`config.mk`:
```
export PLATFORM = sky130hd
export DESIGN_NAME = frame_buf_ctrl_flat
export DESIGN_NICKNAME = d
export VERILOG_FILES = /design/src/rtl/frame_buf_ctrl_if.sv /design/src/rtl/frame_buf_ctrl.sv /design/src/flat_wrapper.sv
export SDC_FILE = /design/constraint.sdc
export NUM_CORES = 1
export LEC_CHECK = 0
export CAP_MARGIN = 10
export CORE_ASPECT_RATIO = 1.2
export CORE_UTILIZATION = 31
export CTS_BUF_LIST = sky130_fd_sc_hd__clkbuf_16
export CTS_CLUSTER_SIZE = 24
export DETAILED_ROUTE_END_ITERATION = 6
export PLACE_DENSITY_LB_ADDON = 0.25
export SLEW_MARGIN = 25
export SYNTH_ARGS = -nofsm -noshare
export SYNTH_HDL_FRONTEND = slang
export SYNTH_SLANG_ARGS = --single-unit
```
`constraint.sdc`:
```
create_clock -name clk_i -period 3.05 [get_ports clk_i]
set_input_delay 0.4575 -clock clk_i [delete_from_list [all_inputs] [get_ports clk_i]]
set_output_delay 0.4575 -clock clk_i [all_outputs]
set_load 0.05 [all_outputs]
```
`src/rtl/frame_buf_ctrl_if.sv`:
```
// Handshake and data_mem strobe bundle for the ping-pong frame buffer controller.
// The master side is the writer/reader client; the slave side is the controller.
interface frame_buf_ctrl_if #(
    parameter int ADDR_WIDTH = 3,
    parameter int CNT_WIDTH  = 8
);
    logic                  wr_req;
    logic                  wr_sof;
    logic                  wr_ready;
    logic                  rd_req;
    logic                  rd_ready;
    logic                  rd_valid;
    logic                  rd_eof;
    logic                  mem_wr_n;
    logic                  mem_rd_n;
    logic [ADDR_WIDTH:0]   mem_wr_addr;
    logic [ADDR_WIDTH:0]   mem_rd_addr;
    logic [1:0]            buf_full;
    logic [CNT_WIDTH-1:0]  frames_dropped;

    modport master (
        output wr_req, wr_sof, rd_req,
        input  wr_ready, rd_ready, rd_valid, rd_eof, mem_wr_n, mem_rd_n,
               mem_wr_addr, mem_rd_addr, buf_full, frames_dropped
    );

    modport slave (
        input  wr_req, wr_sof, rd_req,
        output wr_ready, rd_ready, rd_valid, rd_eof, mem_wr_n, mem_rd_n,
               mem_wr_addr, mem_rd_addr, buf_full, frames_dropped
    );
endinterface

```
`src/rtl/frame_buf_ctrl.sv`:
```
// Ping-pong controller that splits one data_mem into two frame buffers: the writer
// fills one while the reader drains the other, swapping only at frame boundaries.
module frame_buf_ctrl #(
    parameter int ADDR_WIDTH = 3,
    parameter int FRAME_LEN  = 1 << ADDR_WIDTH,
    parameter int CNT_WIDTH  = 8
) (
    input  logic              clk_i,
    input  logic              reset_i,
    frame_buf_ctrl_if.slave   bus
);
    typedef enum logic [1:0] {B_EMPTY, B_FILLING, B_FULL, B_DRAINING} buf_st_e;
    typedef enum logic {W_IDLE, W_FILL}  wr_st_e;
    typedef enum logic {R_IDLE, R_DRAIN} rd_st_e;

    localparam logic [ADDR_WIDTH-1:0] LAST = ADDR_WIDTH'(FRAME_LEN - 1);
    localparam logic [ADDR_WIDTH-1:0] ONE  = ADDR_WIDTH'(1);

    buf_st_e                buf_q [2];
    buf_st_e                buf_d [2];
    wr_st_e                 w_st_q, w_st_d;
    rd_st_e                 r_st_q, r_st_d;
    logic                   wbuf_q, wbuf_d, rbuf_q, rbuf_d;
    logic                   last_wbuf_q, last_wbuf_d;
    logic                   first_full_q, first_full_d;
    logic [ADDR_WIDTH-1:0]  woff_q, woff_d, roff_q, roff_d;
    logic [CNT_WIDTH-1:0]   drop_q, drop_d;
    logic                   rd_valid_q, rd_valid_d, rd_eof_q, rd_eof_d;

    logic                   any_empty, any_full, wsel, rsel;
    logic                   wr_start, wr_drop, wr_beat, wr_issue, wr_buf;
    logic                   rd_start, rd_beat, rd_issue, rd_buf;
    logic [ADDR_WIDTH-1:0]  wr_off, rd_off;

    // Decode from registered state only, so a buffer changing hands this edge
    // is invisible to the other side until the next cycle.
    always_comb begin
        any_empty = (buf_q[0] == B_EMPTY) || (buf_q[1] == B_EMPTY);
        any_full  = (buf_q[0] == B_FULL)  || (buf_q[1] == B_FULL);
        wsel      = (buf_q[~last_wbuf_q] == B_EMPTY) ? ~last_wbuf_q : last_wbuf_q;
        if ((buf_q[0] == B_FULL) && (buf_q[1] == B_FULL)) rsel = first_full_q;
        else                                              rsel = (buf_q[0] == B_FULL) ? 1'b0 : 1'b1;

        wr_start = (w_st_q == W_IDLE) && bus.wr_req && bus.wr_sof && any_empty;
        wr_drop  = (w_st_q == W_IDLE) && bus.wr_req && bus.wr_sof && !any_empty;
        wr_beat  = (w_st_q == W_FILL) && bus.wr_req;
        wr_issue = wr_start || wr_beat;
        wr_buf   = (w_st_q == W_IDLE) ? wsel : wbuf_q;
        wr_off   = ((w_st_q == W_IDLE) || bus.wr_sof) ? '0 : woff_q;

        rd_start = (r_st_q == R_IDLE) && bus.rd_req && any_full;
        rd_beat  = (r_st_q == R_DRAIN) && bus.rd_req;
        rd_issue = rd_start || rd_beat;
        rd_buf   = (r_st_q == R_IDLE) ? rsel : rbuf_q;
        rd_off   = (r_st_q == R_IDLE) ? '0 : roff_q;
    end

    always_ff @(posedge clk_i or posedge reset_i) begin
        if (reset_i) begin
            buf_q[0]     <= B_EMPTY;
            buf_q[1]     <= B_EMPTY;
            w_st_q       <= W_IDLE;
            r_st_q       <= R_IDLE;
            wbuf_q       <= 1'b0;
            rbuf_q       <= 1'b0;
            last_wbuf_q  <= 1'b1;
            first_full_q <= 1'b0;
            woff_q       <= '0;
            roff_q       <= '0;
            drop_q       <= '0;
            rd_valid_q   <= 1'b0;
            rd_eof_q     <= 1'b0;
        end else begin
            buf_q[0]     <= buf_d[0];
            buf_q[1]     <= buf_d[1];
            w_st_q       <= w_st_d;
            r_st_q       <= r_st_d;
            wbuf_q       <= wbuf_d;
            rbuf_q       <= rbuf_d;
            last_wbuf_q  <= last_wbuf_d;
            first_full_q <= first_full_d;
            woff_q       <= woff_d;
            roff_q       <= roff_d;
            drop_q       <= drop_d;
            rd_valid_q   <= rd_valid_d;
            rd_eof_q     <= rd_eof_d;
        end
    end

    always_comb begin
        buf_d[0]     = buf_q[0];
        buf_d[1]     = buf_q[1];
        w_st_d       = w_st_q;
        r_st_d       = r_st_q;
        wbuf_d       = wbuf_q;
        rbuf_d       = rbuf_q;
        last_wbuf_d  = last_wbuf_q;
        first_full_d = first_full_q;
        woff_d       = woff_q;
        roff_d       = roff_q;
        drop_d       = drop_q;
        rd_valid_d   = rd_issue;
        rd_eof_d     = rd_issue && (rd_off == LAST);

        if (wr_start) begin
            buf_d[wsel] = B_FILLING;
            wbuf_d      = wsel;
            woff_d      = ONE;
            w_st_d      = W_FILL;
        end
        if (wr_drop && (drop_q != '1)) drop_d = drop_q + CNT_WIDTH'(1);
        if (wr_beat) begin
            if (bus.wr_sof) begin
                woff_d = ONE;
            end else if (woff_q == LAST) begin
                buf_d[wbuf_q] = B_FULL;
                w_st_d        = W_IDLE;
                woff_d        = '0;
                last_wbuf_d   = wbuf_q;
                // Oldest-full pointer: the other buffer stays first if it is already full.
                first_full_d  = (buf_q[~wbuf_q] == B_FULL) ? ~wbuf_q : wbuf_q;
            end else begin
                woff_d = woff_q + ONE;
            end
        end

        if (rd_start) begin
            buf_d[rsel] = B_DRAINING;
            rbuf_d      = rsel;
            roff_d      = ONE;
            r_st_d      = R_DRAIN;
        end
        if (rd_beat) begin
            if (roff_q == LAST) begin
                buf_d[rbuf_q] = B_EMPTY;
                r_st_d        = R_IDLE;
                roff_d        = '0;
            end else begin
                roff_d = roff_q + ONE;
            end
        end
    end

    always_comb begin
        bus.mem_wr_n       = !wr_issue;
        bus.mem_wr_addr    = {wr_buf, wr_off};
        bus.mem_rd_n       = !rd_issue;
        bus.mem_rd_addr    = {rd_buf, rd_off};
        bus.wr_ready       = (w_st_q == W_FILL) || any_empty;
        bus.rd_ready       = (r_st_q == R_DRAIN) || any_full;
        bus.rd_valid       = rd_valid_q;
        bus.rd_eof         = rd_eof_q;
        bus.buf_full       = {buf_q[1] == B_FULL, buf_q[0] == B_FULL};
        bus.frames_dropped = drop_q;
    end
endmodule
```
`src/flat_wrapper.sv`:
```
// flat-port wrapper written by rule: the top's interface ports become plain ports
module frame_buf_ctrl_flat 
#(
    parameter int ADDR_WIDTH = 3,
    parameter int FRAME_LEN  = 1 << ADDR_WIDTH,
    parameter int CNT_WIDTH  = 8
)
  (clk_i, reset_i, bus_wr_req, bus_wr_sof, bus_rd_req, bus_wr_ready, bus_rd_ready, bus_rd_valid, bus_rd_eof, bus_mem_wr_n, bus_mem_rd_n, bus_mem_wr_addr, bus_mem_rd_addr, bus_buf_full, bus_frames_dropped);
  frame_buf_ctrl_if #(.ADDR_WIDTH(ADDR_WIDTH), .CNT_WIDTH(CNT_WIDTH)) bus_i ();
  input  logic clk_i;
  input  logic reset_i;
  input wire logic [$bits(bus_i.wr_req)-1:0] bus_wr_req;
  input wire logic [$bits(bus_i.wr_sof)-1:0] bus_wr_sof;
  input wire logic [$bits(bus_i.rd_req)-1:0] bus_rd_req;
  output wire logic [$bits(bus_i.wr_ready)-1:0] bus_wr_ready;
  output wire logic [$bits(bus_i.rd_ready)-1:0] bus_rd_ready;
  output wire logic [$bits(bus_i.rd_valid)-1:0] bus_rd_valid;
  output wire logic [$bits(bus_i.rd_eof)-1:0] bus_rd_eof;
  output wire logic [$bits(bus_i.mem_wr_n)-1:0] bus_mem_wr_n;
  output wire logic [$bits(bus_i.mem_rd_n)-1:0] bus_mem_rd_n;
  output wire logic [$bits(bus_i.mem_wr_addr)-1:0] bus_mem_wr_addr;
  output wire logic [$bits(bus_i.mem_rd_addr)-1:0] bus_mem_rd_addr;
  output wire logic [$bits(bus_i.buf_full)-1:0] bus_buf_full;
  output wire logic [$bits(bus_i.frames_dropped)-1:0] bus_frames_dropped;
  assign bus_i.wr_req = bus_wr_req;
  assign bus_i.wr_sof = bus_wr_sof;
  assign bus_i.rd_req = bus_rd_req;
  assign bus_wr_ready = bus_i.wr_ready;
  assign bus_rd_ready = bus_i.rd_ready;
  assign bus_rd_valid = bus_i.rd_valid;
  assign bus_rd_eof = bus_i.rd_eof;
  assign bus_mem_wr_n = bus_i.mem_wr_n;
  assign bus_mem_rd_n = bus_i.mem_rd_n;
  assign bus_mem_wr_addr = bus_i.mem_wr_addr;
  assign bus_mem_rd_addr = bus_i.mem_rd_addr;
  assign bus_buf_full = bus_i.buf_full;
  assign bus_frames_dropped = bus_i.frames_dropped;
  frame_buf_ctrl #(.ADDR_WIDTH(ADDR_WIDTH), .FRAME_LEN(FRAME_LEN), .CNT_WIDTH(CNT_WIDTH)) u_core (.clk_i(clk_i), .reset_i(reset_i), .bus(bus_i));
endmodule
```
Yosys cells after proc, flatten, opt, wreduce, memory -nomap -nowiden
Cells that the tools add are included.
{"block": "totals", "output_inout_bits": 24, "inputBits": 5, "regBits": 26}
{"block": "classes", "n_eq_ne": 7, "n_addsub": 3, "n_reduce_logical": 31, "bitwise": 20, "mux": 43, "n_lt_le_gt_ge": 10}
{"cell": "2-to-1 mux 4 bit", "n": 7}
{"cell": "2-to-1 mux 3 bit", "n": 9}
{"cell": "2-to-1 mux 2 bit", "n": 10}
{"cell": "logical AND 1 bit", "n": 15}
{"cell": "2-to-1 mux 1 bit", "n": 13}
{"cell": "greater-or-equal comparator 2 bit (second input constant)", "n": 6}
{"cell": "NOT 1 -> 2 bit", "n": 6}
{"cell": "== test 3 bit (second input constant)", "n": 3}
{"cell": "adder 8 x 1 -> 8 bit (second input constant)", "n": 1}
{"cell": "demux 2 bit (select 1 bit)", "n": 4}
{"cell": "less-than comparator 2 x 1 -> 1 bit (second input constant)", "n": 4}
{"cell": "inequality test 8 bit (second input constant)", "n": 1}
{"cell": "logical OR 1 bit", "n": 7}
{"cell": "adder 3 x 1 -> 3 bit (second input constant)", "n": 2}
{"cell": "== test 2 bit (second input constant)", "n": 3}
{"cell": "logical NOT 2 bit", "n": 3}
{"cell": "NOT 1 bit", "n": 5}
{"cell": "AND 2 bit", "n": 2}
{"cell": "AND 4 bit", "n": 1}
{"cell": "NOT 2 bit", "n": 2}
{"cell": "NOT 4 bit", "n": 1}
{"cell": "bitwise OR 2 bit", "n": 2}
{"cell": "bitwise OR 4 bit", "n": 1}
{"cell": "nonzero test 2 bit", "n": 2}
{"cell": "2 further kinds", "n": 4}

Depth between registers and ports, before layout
Gate-level depths: netlist (run 1).
{"block": "depth", "word_depth": 24, "depth_mapped": 6}

Worst setup path after synthesis (run 1)
OpenSTA, ideal clock, no wires.
{"block": "synth_path", "kind": "reg2out", "start": "register u_core.buf_q[0] in the netlist's numbering", "end": "output bus_mem_rd_n", "setup_slack_ns": 0.957, "required_time_ns": 2.592, "n_path_buf": 0, "arrival_time_ns": 1.635, "path_stages_with_launch": 5, "cell_sequence": "dfrtp_1 nor2b_2 or3_4 and2_4 clkinv_2"}
{"block": "synth_between", "elab_chain_len": 5}
{"element": "start: declaration", "line_no": "frame_buf_ctrl.sv:19", "source": "buf_st_e buf_q [2];"}
{"element": "== test 2 bit"}
{"element": "named net bus_buf_full[1]", "line_no": "flat_wrapper.sv:23", "source": "output wire logic [$bits(bus_i.buf_full)-1:0] bus_buf_full;"}
{"element": "logical OR 1 bit", "line_no": "frame_buf_ctrl.sv:39", "source": "any_full = (buf_q[0] == B_FULL) || (buf_q[1] == B_FULL);"}
{"element": "logical AND 1 bit", "line_no": "frame_buf_ctrl.sv:51", "source": "rd_start = (r_st_q == R_IDLE) && bus.rd_req && any_full;"}
{"element": "logical OR 1 bit", "line_no": "frame_buf_ctrl.sv:53", "source": "rd_issue = rd_start || rd_beat;"}
{"element": "named net u_core.rd_issue", "line_no": "frame_buf_ctrl.sv:32", "source": "logic rd_start, rd_beat, rd_issue, rd_buf;"}
{"element": "logical NOT 1 bit", "line_no": "frame_buf_ctrl.sv:147", "source": "bus.mem_rd_n = !rd_issue;"}
{"element": "end: declaration", "line_no": "flat_wrapper.sv:20", "source": "output wire logic [$bits(bus_i.mem_rd_n)-1:0] bus_mem_rd_n;"}
The timed path passes the listed nets, and every way through them passes these cells.

Worst setup path in the final report (run 1)
{"block": "layout_path", "start": "register u_core.buf_q[1] in the netlist's numbering", "end": "output bus_mem_rd_n"}
{"block": "layout_between", "elab_chain_len": 5}
{"element": "== test 2 bit", "line_no": "frame_buf_ctrl.sv:39"}
{"element": "logical OR 1 bit", "line_no": "frame_buf_ctrl.sv:39"}
{"element": "logical AND 1 bit", "line_no": "frame_buf_ctrl.sv:51"}
{"element": "logical OR 1 bit", "line_no": "frame_buf_ctrl.sv:53"}
{"element": "named net u_core.rd_issue", "line_no": "frame_buf_ctrl.sv:32"}
{"element": "logical NOT 1 bit", "line_no": "frame_buf_ctrl.sv:147"}
The timed path passes the listed nets, and every way through them passes these cells.

==> impl_results.md, run 1 <==
- FMAX: 0.367 GHz
- Area contributors post-synth: dfrtp_1 (47%), ha_1 (4.7%), xnor2_1 (4.0%)
- Synth Instances: 120
- Leak Pwr: 0.755 nW
- Layout cell share with drive strength beyond 1: 11.3%
- First-pass GRT wire length: 4490 um
- Fin util: 43.6%
- HP Class: reg -> reg
- Status: complete, no violations
- Die extent in x: 61.7 um
- Clock slew at reported path FFs: 0.06 ns
- RSZ-0062 raised after global routing: false
- Final WL: 2660 um
- Via Count: 982
- Cells after DPL: 200
- CTS tree: built
- Vias in the first global route: 948
- Max-cap violations: 0
- R2R setup slack: 1.27 ns
- ANT cells: 0
- Hold_sp: u_core.last_wbuf_q
- Startpoint type of the worst setup path: flip-flop
- Top-count cell post-synth: dfrtp_1
- Unique masters post-synth: 45
- Worst hold path cell count: 2
- Largest net degree at the start of global routing: 27
- Pins Over Slew Limit: 0
- RR Startpoint: u_core.bus.frames_dropped[0]
- Initial antenna violation count: 0
- P per Cell Area: 1060 mW/mm^2
- Top cell type's share of synthesized area: 47.2%
- DRC: 0
- Crit path DAT: 2.27 ns
- Post-CTS Setup Repair Bufs: 0
- Initial Util: 33.1%
- Synth cell count leaders: dfrtp_1 (25), nand2_1 (8), and2_1 (7), o21ai_0 (6), xnor2_1 (6)
- CTS max path bufs: 2
- Max H-tree Level: 1
- Final hold violation count: 0
- Max VDD drop: 0.000421 V
- Initial drt markers: 15
- Root Buffer: clkbuf_16
- Number of synthesized register bits: 26
- Chip Height: 73.7 um
- Detailed placement HPWL: 1990 um
- Slew HR: 66.4%
- Max incr delay on CP: 0.79 ns
- Synth area leader: dfrtp_1
- Post-DRT Antenna Nets: 0
- Post-synth EDFFs: 0
- Core ar.: 0.00400 sq mm
- Delay-heaviest family, CP: buffers and inverters
- Final setup TNS: 0 ns
- Finished Layout Cells: 204
- Area Overhead vs Synth: 31.5%
- Main flop type after synthesis: dfrtp_1
- Reg-to-reg endpoint: u_core.bus.frames_dropped[1]
- Routability Congestion: 0.778
- R2R depth: 4
- Hold Crit Endpoint: u_core.last_wbuf_q
- CP Capture Type: output pin
- Crit share post-route: 89.4%
- Die area: 0.00454 sq mm
- NumNets Final: 161
- Clock latency on the worst-skew pair: 0.26 ns
- Core Rows: 25
- Syn Area/Cell: 11.1 sq um
- CTS sink count: 26
- Initial DRT Pass Iterations: 4
- Mapped Area: 0.00133 sq mm
- Num ports: 29
- Drt wl/cell: 13.0 um
- Worst Path Required: 2.59 ns
- GRT Overall Usage: 13.4%
- Total CTS buffers: 3
- Fillers: 406
- Measured slew at the worst slew-check pin: 0.503 ns
- Post-CTS Resized: 0
- Synth warnings: 0
- Crit-path max FO: 5
- Avg Vias per Cell: 4.81
- Critical path class: reg -> out
- Bufs and invs on worst path: 2
- Overall Power: 0.00184 W
- Clk_skew: 0.00462 ns
- Mapped Nets: 130
- Final global-route overflow total: 0
- Final setup fails: 0
- Hold Buf Count CTS: 0
- FFs w/ async S/R, synth: 100%
- CP cell instances: nor2b_2 > or3_4 > and2_4 > clkinv_2 > clkdlybuf4s50_1
- Tmin final: 2.73 ns
- Crit path max-delay cell type: clkdlybuf4s50_1
- Port bufs: 28
- Register area share after synthesis: 49.2%
routing by layer:
metal  vias up  share of wire (%)  GRT usage, %
met5         -                  0             0
met4         0                1.9          5.93
met3         5                3.4          2.99
met2        22                 48          20.1
met1       462                 47          18.4
li1        493                  -             -
cells in the final DEF (no fill, tap or decap), types with 2 or more instances in the layout:
master           synthesis  layout
nand3b_1                 2       2
and3_1                   4       4
nand2_1                  8       8
a21oi_1                  2       2
buf_4                    2       2
a32o_1                   4       4
clkbuf_16                0       3
nand3_1                  3       3
and2_1                   7       7
a32oi_1                  2       2
nand2b_1                 2       2
o21ai_0                  6       6
dfrtp_1                 25      25
clkdlybuf4s50_1          0      28
nor2_1                   3       3
o21a_1                   4       4
xnor2_1                  6       6
ha_1                     5       5
o21ai_1                  2       2
inv_1                    3       4
nand4_1                  4       4
area by class of cell:
type | instances | area (sq um) | share of cell area (%)
clock buffers | 3 | 75.1 | 4.30
clock inverters | 1 | 3.75 | 0.215
inverters | 5 | 20.0 | 1.15
multi-input cells | 85 | 631 | 36.2
flip-flops and latches | 26 | 652 | 37.4
well taps | 54 | 67.6 | 3.87
repair buffers | 30 | 295 | 16.9
through the flow:
step	hold slack [ns]	instance area (sq um)	worst slack, ns
after CTS	0.490	1740	0.302
after global routing	0.512	1740	0.257
after detailed placement	0.481	1670	0.410
after global placement	0.458	1670	0.459
final	0.483	1740	0.325
after floorplan	0.445	1330	0.957
flip-flops by register name, indices dropped and copies added, names as in the netlist:
signal / count
u_core.buf_q: 4
u_core.bus.frames_dropped: 8
u_core.bus.rd_eof: 1
u_core.bus.rd_valid: 1
u_core.first_full_q: 1
u_core.last_wbuf_q: 1
u_core.r_st_q: 1
u_core.rbuf_q: 1
u_core.roff_q: 3
u_core.w_st_q: 1
u_core.wbuf_q: 1
u_core.woff_q: 3
power by group:
part | leakage, nW | total [W] | internal (W) | switching (W)
registers | 0.321 | 0.000603 | 0.000467 | 0.000136
logic | 0.391 | 0.000946 | 0.000372 | 0.000574
clock network | 0.0423 | 0.000292 | 0.000175 | 0.000116
total | 0.755 | 0.00184 | 0.00101 | 0.000827
cell families after synthesis:
logic type / after synthesis / share of synthesized area (%)
flops: 26 / 49.2
simple gates: 43 / 19.9
buf+inv: 9 / 3.30
mux: 3 / 2.45
compound gates: 27 / 15.9
fa+ha+maj: 5 / 4.72
xor+xnor: 7 / 4.62
worst max-delay path by stage:
stage	startpoint	to	slack (ns)	cells after the start
after floorplan	u_core.buf_q[0]	bus_mem_rd_n	0.96	4
after global placement	bus_wr_sof	bus_mem_wr_addr[1]	0.46	4
after detailed placement	bus_wr_sof	bus_mem_wr_addr[1]	0.41	4
after CTS	u_core.buf_q[1]	bus_mem_rd_n	0.30	5
after global routing	u_core.buf_q[1]	bus_mem_rd_n	0.26	5
final	u_core.buf_q[1]	bus_mem_rd_n	0.32	5
worst reg2reg max path, cell delays in order (launching register included):
cell      delay (ns)
dfrtp_1         0.45
ha_1            0.27
and3_1          0.18
a211oi_4        0.40
mux2_1          0.36
(Power assumes the default switching activity.)
==> run 2, diff against run 1 <==
clock period = 2.7 ns   (was 3.05 ns; I/O delays follow)
==> run 2 against run 1 <==
  * Register-to-register slack worse by 0.35 ns
  * Sequential power is 16% higher
  * Die area stayed put
  * Total power is 12% higher
  * Sequential share of layout area is 0.43 points higher
==> impl_results.md, run 2 (synthesis gave the netlist of run 1 again) <==
- DRC: 0
- Crit-path max FO: 5
- R2R depth: 4
- Core ar.: 0.00400 sq mm
- Slew HR: 66.4%
- Leak Pwr: 0.753 nW
- Post-CTS Setup Repair Bufs: 0
- NumNets Final: 160
- Pins Over Slew Limit: 0
- Crit path max-delay cell type: clkdlybuf4s50_1
- Core Rows: 25
- Clock slew at reported path FFs: 0.06 ns
- Crit path DAT: 2.05 ns
- Largest net degree at the start of global routing: 27
- Max-cap violations: 0
- Measured slew at the worst slew-check pin: 0.503 ns
- Via Count: 991
- Final setup margin: 0.240 ns
- Crit share post-route: 91.1%
- Total CTS buffers: 3
- Die extent in x: 61.7 um
- Max FFs per register: 8
- Port bufs: 28
- Cells after DPL: 199
- Num ports: 29
- HP Class: reg -> reg
- Max H-tree Level: 1
- Most common cell after layout, fill and taps aside: dfrtp_1
- Final global-route overflow total: 0
- CP cell instances: o31ai_1 > mux2_2 > clkdlybuf4s50_1
- Final setup fails: 0
- Max incr delay on CP: 0.80 ns
- Root Buffer: clkbuf_16
- Layout cell share with drive strength beyond 1: 14.1%
- P per Cell Area: 1190 mW/mm^2
- Post-DRT Antenna Nets: 0
- FMAX: 0.407 GHz
- Bufs and invs on worst path: 1
- Area Overhead vs Synth: 30.0%
- Vias in the first global route: 994
- CTS tree: built
- Final WL: 2640 um
- Worst Path Required: 2.30 ns
- Setup WS pre-CTS: 0.495 ns
- Initial Util: 33.1%
- Final hold violation count: 0
- Post-CTS Resized: 0
- R2R setup slack: 0.92 ns
- Hold Buf Count CTS: 0
- Reg-to-reg endpoint: u_core.bus.frames_dropped[1]
- Startpoint type of the worst setup path: flip-flop
- Fin util: 43.1%
- Avg Vias per Cell: 4.88
- Initial drt markers: 12
- GRT Overall Usage: 13.2%
- Hold_sp: u_core.last_wbuf_q
- Max VDD drop: 0.000556 V
- Drt wl/cell: 13.0 um
- Finished Layout Cells: 203
- RSZ-0062 raised after global routing: false
- Routability Congestion: 0.811
- ANT cells: 0
- Initial antenna violation count: 0
- Critical path class: reg -> out
- Status: complete, no violations
- Tmin final: 2.46 ns
- CTS sink count: 26
- First-pass GRT wire length: 4480 um
- Worst hold path cell count: 2
- Final setup TNS: 0 ns
- RR Startpoint: u_core.bus.frames_dropped[0]
- CTS max path bufs: 2
- Delay-heaviest family, CP: buffers and inverters
- CP Capture Type: output pin
- Initial DRT Pass Iterations: 4
- Crit. path cell count: 3
- Clk_skew: 0.00140 ns
- Commonest cells after routing, fill and taps aside: dfrtp_1 (25), clkdlybuf4s50_1 (23), nand2_1 (8), and2_1 (7)
- Hold Crit Endpoint: u_core.last_wbuf_q
- Chip Height: 73.7 um
- Detailed placement HPWL: 1950 um
- Clock latency on the worst-skew pair: 0.25 ns
- Die area: 0.00454 sq mm
[run 2: cell count changes in the layout (fill, tap and decap cells not counted)]
cell and delta:
buf_4 +4, clkinv_1 +1, clkdlybuf4s50_1 -5, inv_1 -1
[run 2: where the power goes]
part	internal [W]	leakage (nW)	switching, W
clock	0.000198	0.0385	0.000127
combinational	0.000404	0.394	0.000628
sequential	0.000527	0.321	0.000173
total	0.00113	0.753	0.000928
[run 2: worst max path at each step]
stage,startpoint,slack (ns),to
2_1_floorplan,u_core.buf_q[0],0.66,bus_mem_rd_n
3_3_place_gp,u_core.buf_q[0],0.51,bus_mem_wr_addr[3]
3_5_place_dp,u_core.buf_q[0],0.49,bus_mem_wr_addr[3]
4_1_cts,u_core.buf_q[0],0.22,bus_mem_wr_addr[3]
5_1_grt,u_core.buf_q[0],0.14,bus_mem_wr_addr[3]
6_report,u_core.buf_q[0],0.24,bus_mem_wr_addr[3]
[run 2: cell type report]
class                      count  area, sq um
fill                         418         2280
sequential                    26          652
multi-input combinational     85          631
clock inverter                 1         3.75
inverter                       5         20.0
clock buffer                   3         75.1
tap                           54         67.6
timing repair buffer          29          275
[run 2: metrics by stage]
stage	area, sq um	hold WS [ns]	total power (W)
floorplan	1330	0.444	0.00145
global placement	1650	0.459	0.00172
detailed placement	1650	0.468	0.00175
CTS	1720	0.480	0.00208
global route	1720	0.496	0.00218
finish	1720	0.480	0.00206
[run 2: worst register-to-register path, cell delays in order, from the launching register on]
cell and delay, ns:
dfrtp_1 0.45, ha_1 0.27, and3_1 0.18, a211oi_4 0.41, mux2_1 0.36
[run 2: layer usage]
layer	vias up	part of all wire [%]	GRT usage [%]
li1	491	-	-
met1	485	46	16.2
met2	13	51	22.1
met3	2	2.8	2.46
met4	0	0.46	5.68
met5	-	0	0
